--- config.mk ---
export PLATFORM = sky130hd
export DESIGN_NAME = code_loader
export DESIGN_NICKNAME = d
export VERILOG_FILES = /design/src/rtl/code_loader.sv
export SDC_FILE = /design/constraint.sdc
export NUM_CORES = 1
export LEC_CHECK = 0
export BUFFER_PORTS_ARGS = -buffer_cell sky130_fd_sc_hd__buf_4
export CAP_MARGIN = 5
export CORE_AREA = 2 2 105 107
export CTS_CLUSTER_SIZE = 30
export DETAILED_ROUTE_END_ITERATION = 8
export DIE_AREA = 0 0 107 109
export PLACE_DENSITY = 0.74
export RECOVER_POWER = 25
export SYNTH_ARGS = -nofsm -noshare
export SYNTH_HDL_FRONTEND = slang
export SYNTH_SLANG_ARGS = --single-unit
--- constraint.sdc ---
create_clock -name clk -period 3 [get_ports clk]
set_input_delay 0.3 -clock clk [delete_from_list [all_inputs] [get_ports clk]]
set_output_delay 0.3 -clock clk [all_outputs]
set_load 0.02 [all_outputs]
--- src/rtl/code_loader.sv ---
// code_loader: boot loader that writes a length-prefixed, checksummed byte-stream image into code memory and holds the CPU in reset until it verifies
module code_loader #(
  parameter int CODE_WIDTH = 13
) (
  input  logic                  clk,
  input  logic                  reset,
  input  logic [7:0]            rx_data,
  input  logic                  rx_valid,
  output logic                  rx_ready,
  input  logic                  reload,
  output logic                  code_we,
  output logic [CODE_WIDTH-1:0] code_addr,
  output logic [15:0]           code_data,
  output logic                  cpu_reset,
  output logic                  load_error
);
  typedef enum logic [2:0] {HDR_LO, HDR_HI, DAT_LO, DAT_HI, CHK_LO, CHK_HI, RUN} state_t;
  state_t                state_q;
  logic [15:0]           n_q, idx_q, sum_q, data_q;
  logic [7:0]            lo_q;
  logic                  over_q, we_q, rdy_q, cpu_rst_q, err_q;
  logic [CODE_WIDTH-1:0] addr_q;
  logic                  take, fits, pass;
  logic [15:0]           word_d, idx_d, sum_d;
  assign take   = rx_valid && rdy_q;
  assign word_d = {rx_data, lo_q};
  assign idx_d  = idx_q + 16'd1;
  assign sum_d  = sum_q + word_d;
  assign fits   = (idx_q >> CODE_WIDTH) == 16'd0;
  assign pass   = (word_d == sum_q) && !over_q;
  assign rx_ready   = rdy_q;
  assign code_we    = we_q;
  assign code_addr  = addr_q;
  assign code_data  = data_q;
  assign cpu_reset  = cpu_rst_q;
  assign load_error = err_q;
  // Byte-driven load FSM; reload outranks any byte handshaked in the same cycle
  always_ff @(posedge clk) begin
    if (reset) begin
      state_q   <= HDR_LO;
      n_q       <= 16'd0;
      idx_q     <= 16'd0;
      sum_q     <= 16'd0;
      lo_q      <= 8'd0;
      over_q    <= 1'b0;
      we_q      <= 1'b0;
      addr_q    <= '0;
      data_q    <= 16'd0;
      rdy_q     <= 1'b1;
      cpu_rst_q <= 1'b1;
      err_q     <= 1'b0;
    end else if (reload) begin
      state_q   <= HDR_LO;
      idx_q     <= 16'd0;
      sum_q     <= 16'd0;
      over_q    <= 1'b0;
      we_q      <= 1'b0;
      rdy_q     <= 1'b1;
      cpu_rst_q <= 1'b1;
    end else begin
      we_q <= 1'b0;
      if (take) begin
        case (state_q)
          HDR_LO: begin
            lo_q    <= rx_data;
            state_q <= HDR_HI;
          end
          HDR_HI: begin
            n_q     <= word_d;
            idx_q   <= 16'd0;
            sum_q   <= 16'd0;
            over_q  <= 1'b0;
            state_q <= (word_d == 16'd0) ? CHK_LO : DAT_LO;
          end
          DAT_LO: begin
            lo_q    <= rx_data;
            state_q <= DAT_HI;
          end
          DAT_HI: begin
            sum_q   <= sum_d;
            idx_q   <= idx_d;
            we_q    <= fits;
            over_q  <= over_q | !fits;
            state_q <= (idx_d == n_q) ? CHK_LO : DAT_LO;
            if (fits) begin
              addr_q <= idx_q[CODE_WIDTH-1:0];
              data_q <= word_d;
            end
          end
          CHK_LO: begin
            lo_q    <= rx_data;
            state_q <= CHK_HI;
          end
          CHK_HI: begin
            state_q   <= pass ? RUN : HDR_LO;
            rdy_q     <= !pass;
            cpu_rst_q <= !pass;
            err_q     <= !pass;
          end
          default: ;
        endcase
      end
    end
  end
endmodule
Yosys cells after proc, flatten, opt, wreduce, memory -nomap -nowiden --
Cells that the tools add are included.
Operators by class: magnitude comparators 0, add/sub/neg operators 2, div/mod/pow operators 0, muxes and demuxes 7, multiply operators 0, reduce and logical (&&, ||, !) cells 20, shift operators 0, bitwise gates (word level) 4, equality and inequality tests 7
Operators by type and width (count):
- one-hot mux 16 bit (2 select lines) | 2
- == test 16 bit | 2
- logical NOT 16 bit | 2
- one-hot mux 3 bit (6 select lines) | 1
- adder 16 x 1 -> 16 bit (second input constant) | 1
- adder 16 bit | 1
- 2-to-1 mux 3 bit | 3
- AND reduction 3 bit | 3
- == test 3 x 2 -> 1 bit (second input constant) | 2
- == test 3 bit (second input constant) | 2
- AND reduction 2 bit | 3
- nonzero test 6 bit | 1
- AND reduction 4 bit | 1
- OR reduction 4 bit | 1
- == test 3 x 1 -> 1 bit (second input constant) | 1
- logical NOT 1 bit | 3
- logical NOT 3 bit | 1
- inverter 1 bit | 3
- OR reduction 3 bit | 1
- logical AND 1 bit | 2
- one-hot mux 1 bit (2 select lines) | 1
- nonzero test 2 bit | 1
- OR reduction 2 bit | 1
- OR 1 bit | 1
Storage, ports and cells: bits of input ports 12, word-level logic and storage cells 51, memory bits (read-only) 0, memories kept 0, RAM bits 0, flip-flop bits (word level) 92, latch bits 0

Depth between registers and ports, before layout --
word-level depth 4, mapped depth 9, mapped depth without buffers 9

Worst setup path after synthesis --
No wires, ideal clock.
path kind register -> register, from register lo_q[0], to register sum_q[14], stages on the path, launching flop included 10, library setup time 0.117 ns, data arrival time 2.280 ns, period minus slack after synthesis 2.396 ns, setup slack 0.604 ns, cells stage by stage dfxtp_1 ha_1 fa_1 a21o_1 a21o_1 a2111oi_4 o211ai_2 a221oi_2 xnor2_1 a22o_1
On the way: longest elaborated chain between the ends 2
Ends and longest elaborated chain:
- from (decl) | line 20 | logic [7:0] lo_q;
- from (signal assigned) | line 65 | lo_q <= rx_data;
- from (signal assigned) | line 76 | lo_q <= rx_data;
- from (signal assigned) | line 91 | lo_q <= rx_data;
- adder 16 bit | line 28 | assign sum_d = sum_q + word_d;
- one-hot mux 16 bit (2 select lines) | line 63 | case (state_q)
- to (signal assigned) | line 80 | sum_q <= sum_d;
- to (decl) | line 19 | logic [15:0] n_q, idx_q, sum_q, data_q;
No other way between the ends. A chain may end at the register's enable or synchronous reset.

Final worst setup path --
from register idx_q[0], to register state_q[1]
On the way: longest elaborated chain between the ends 4
Ends and longest elaborated chain:
- from (decl) | line 19
- from (signal assigned) | line 81 | idx_q <= idx_d;
- adder 16 x 1 -> 16 bit | line 27 | assign idx_d = idx_q + 16'd1;
- == test 16 bit | line 84 | state_q <= (idx_d == n_q) ? CHK_LO : DAT_LO;
- 2-to-1 mux 3 bit | line 84
- one-hot mux 3 bit (6 select lines) | line 63
- to (signal assigned) | line 73 | state_q <= (word_d == 16'd0) ? CHK_LO : DAT_LO;
- to (signal assigned) | line 84
- to (signal assigned) | line 95 | state_q <= pass ? RUN : HDR_LO;
- to (decl) | line 18 | state_t state_q;
No other way between the ends.

==> reports/results.txt <==
Core ar. - 10,600 sq um
initial antenna violation count - 0
GRT overflow - 0
Critical Path End Type - register
fin. max-slew vios - 0
First DRT Iteration DRCs - 320
DR WL/cell - 15.34 microns
first-pass GRT wire length - 19.40 mm
CP max FO - 7
root buffer cell - clkbuf_8
Setup CP Type - register to register
Hold Fails Final Rpt - 0
vias per inst - 5.518
Post-synth EDFFs - 0
switch share - 24.02%
n_diodes - 0
vias in the first global route - 4,001
run status - finished, final reports clean
P_leak - 1.881 nW
maximum vdd ir drop - 0.0002286 V
Setup Skew - 0.01112 ns
unique cell type count in the Yosys netlist - 54
RSZ-0062 raised after global routing - false
Power Total - 2.301 mW
synthesized cell area - 4619 sq um
met3 wire length - 541 microns
DP Wirelength - 8.244 mm
Worst-path clk slew - 0.09 ns
synth top area cells - dfxtp_1 (40%), nand2_1 (11%), a21oi_1 (8.3%)
async set-or-reset flop fraction in the synthesized netlist - 0%
Mapped Nets - 614
cell count after synthesis - 585
Die Ht - 109 microns
Max-Cap Viols - 0
count of state elements after synthesis - 92
CTS tree - yes
Hold Path Class - primary input to register
Worst Tran Pin Value - 1.066 ns
Startpoint Class - register
leading area contributor after synthesis - dfxtp_1
Req. time, crit path - 3.23 ns
placer congestion estimate - 0.9397
die area - 11,660 sq um
Cell Int Power - 1.748 mW
Syn Area/Cell - 7.896 sq um
fin cells - 757
hold_ws - 0.2205 ns
worst setup slack after layout - 0.4163 ns
XOR/XNOR Fraction of Synth Area - 7.340%
Die Wd - 107 microns
Area growth syn-to-layout - 11.51%
Clk pwr share - 40.0%
initial core utilization - 43.57%
multiplexer share of the synthesized area - 2.411%
Reg power frac - 54.0%
final core occ - 48.58%
Simple-Gate Fraction of Synth Area - 24.08%
PostCTS Resize Cnt - 0
CP Data Arrival Time - 2.81 ns
Synth Area in Compound Gates - 17.52%
CTS Hold Bufs - 0
Routed Antenna Nets - 0
GRT Total Usage - 20.90%
H-tree depth - 3
total CTS buffers - 9
Synth Flop Type - dfxtp_1
IO Count - 45
# rows - 38
main combinational cell family by area after synthesis - simple AND/OR/NAND/NOR gates
Post-Synth Adder-Cell Area - 4.767%
Top Metal Used - met4
pin count of the biggest net entering global routing - 57
Met2 Routed Length - 5.579 mm
Port-buffer cells - 44
P_sw - 0.5526 mW
clock sink count - 92
clock buffer depth - 2
min cycle time layout - 2.584 ns
CP startpoint - idx_q[0]
setup TNS - 0 ns
PwrDens - 446.6 nW/um^2
DP Area - 5052 sq um
layout cell share with drive strength beyond 1 - 8.104%
min-delay src - rx_data[3]
synth warn - 0
Post-CTS Setup Repair Bufs - 0
final net count - 641
WL final - 11.61 mm
met1 wire length - 5.224 mm
latest clock arrival within the worst-skew pair - 0.36 ns
Synth top area share - 39.87%
router iterations before antenna repair - 5
Post-Place Setup Slack - 0.4298 ns
Placed Cells - 741
RR Startpoint - idx_q[0]
relative slew slack - 28.97%
Finish-stage setup viols - 0
post-route cell area - 5151 sq um
share of power burned in combinational logic - 5.9%
DRC - 0
sequential-to-total area share from yosys stat - 39.87%
final period utilization - 86.12%
Achievable Freq - 387.0 MHz
Vias - 4,177
power groups by stage:
stage / clock [mW] / sequential, mW / combinational (mW)
finish: 0.921 / 1.24 / 0.136
detailed placement: 0 / 1.27 / 0.135
global placement: 0 / 1.27 / 0.132
global route: 0.993 / 1.25 / 0.151
CTS: 0.936 / 1.24 / 0.135
floorplan: 0 / 1.26 / 0.0915
layout by cell type, fill, tap and decap left out, drive strengths merged, types with 3 or more instances in the layout:
| master | n |
|---|---|
| clkinv | 3 |
| nor2 | 44 |
| a21o | 4 |
| a22o | 4 |
| inv | 8 |
| or3 | 3 |
| nand4 | 9 |
| o31ai | 4 |
| o21ai | 11 |
| nor3 | 14 |
| xnor2 | 23 |
| clkbuf | 41 |
| a211oi | 3 |
| buf | 23 |
| a21oi | 77 |
| dfxtp | 92 |
| a22oi | 6 |
| nand2b | 5 |
| nand2 | 135 |
| nand3 | 18 |
| nor4 | 13 |
| ha | 16 |
| xor2 | 13 |
| mux2i | 10 |
worst max-delay path, stage by stage, from the launching register on:
cell and delay (ns):
dfxtp_1 0.46, ha_1 0.27, nand3_1 0.24, or2_2 0.38, xnor2_1 0.14, nor4_1 0.28
nand3_1 0.11, a211oi_1 0.40, o32ai_1 0.17
Yosys cell counts, drive strengths merged (2+ instances only):
library cell	instances
a21oi	77
a22oi	6
a311oi	2
nor3b	2
and3	2
clkbuf	28
nand4	9
nand2b	5
buf	10
dfxtp	92
o21bai	2
nand4b	2
nand2	135
nor2b	2
a211oi	3
or3	3
a21boi	2
inv	7
xor2	13
o211a	2
nor2	44
a22o	4
o21ai	11
nand3	18
nor4	13
nor3	14
o211ai	2
a31oi	2
xnor2	23
mux2i	10
a21o	4
ha	16
o31ai	4
or2	2
logic make-up after synthesis:
logic type | Yosys count
flip-flops | 92
adder cells (fa/ha/maj) | 17
multiplexers | 11
AND/OR/NAND/NOR | 253
AO/OA/AOI/OAI | 130
buffers and inverters | 45
XOR/XNOR | 37
worst paths after layout:
path | end | slack [ns] | cells after the start
hold / removal | code_data[11] | 0.22 | 3
setup reg to reg | state_q[1] | 0.42 | 8
hold reg to reg | code_addr[7] | 0.46 | 2
setup / recovery | state_q[1] | 0.42 | 8
flip-flops by register name, summed over array words and instances (netlist names), 3 cells and up:
register / count
code_addr: 13
n_q: 16
sum_q: 16
code_data: 16
lo_q: 8
idx_q: 16
state_q: 3
layout make-up:
class	instances	area (sq um)
Fill cell	1026	5451
Timing Repair Buffer	54	289.0
Multi-Input combinational cell	448	2604
Inverter	7	26.28
Clock inverter	6	87.58
Sequential cell	92	1842
Clock buffer	10	127.6
Tap cell	140	175.2
per-layer routing:
metal	GRT usage (%)	vias up
li1	-	2084
met1	26.08	1969
met2	35.58	103
met3	4.423	21
met4	7.885	0
met5	0	-
Note: power is estimated with default switching activity, not from simulation.
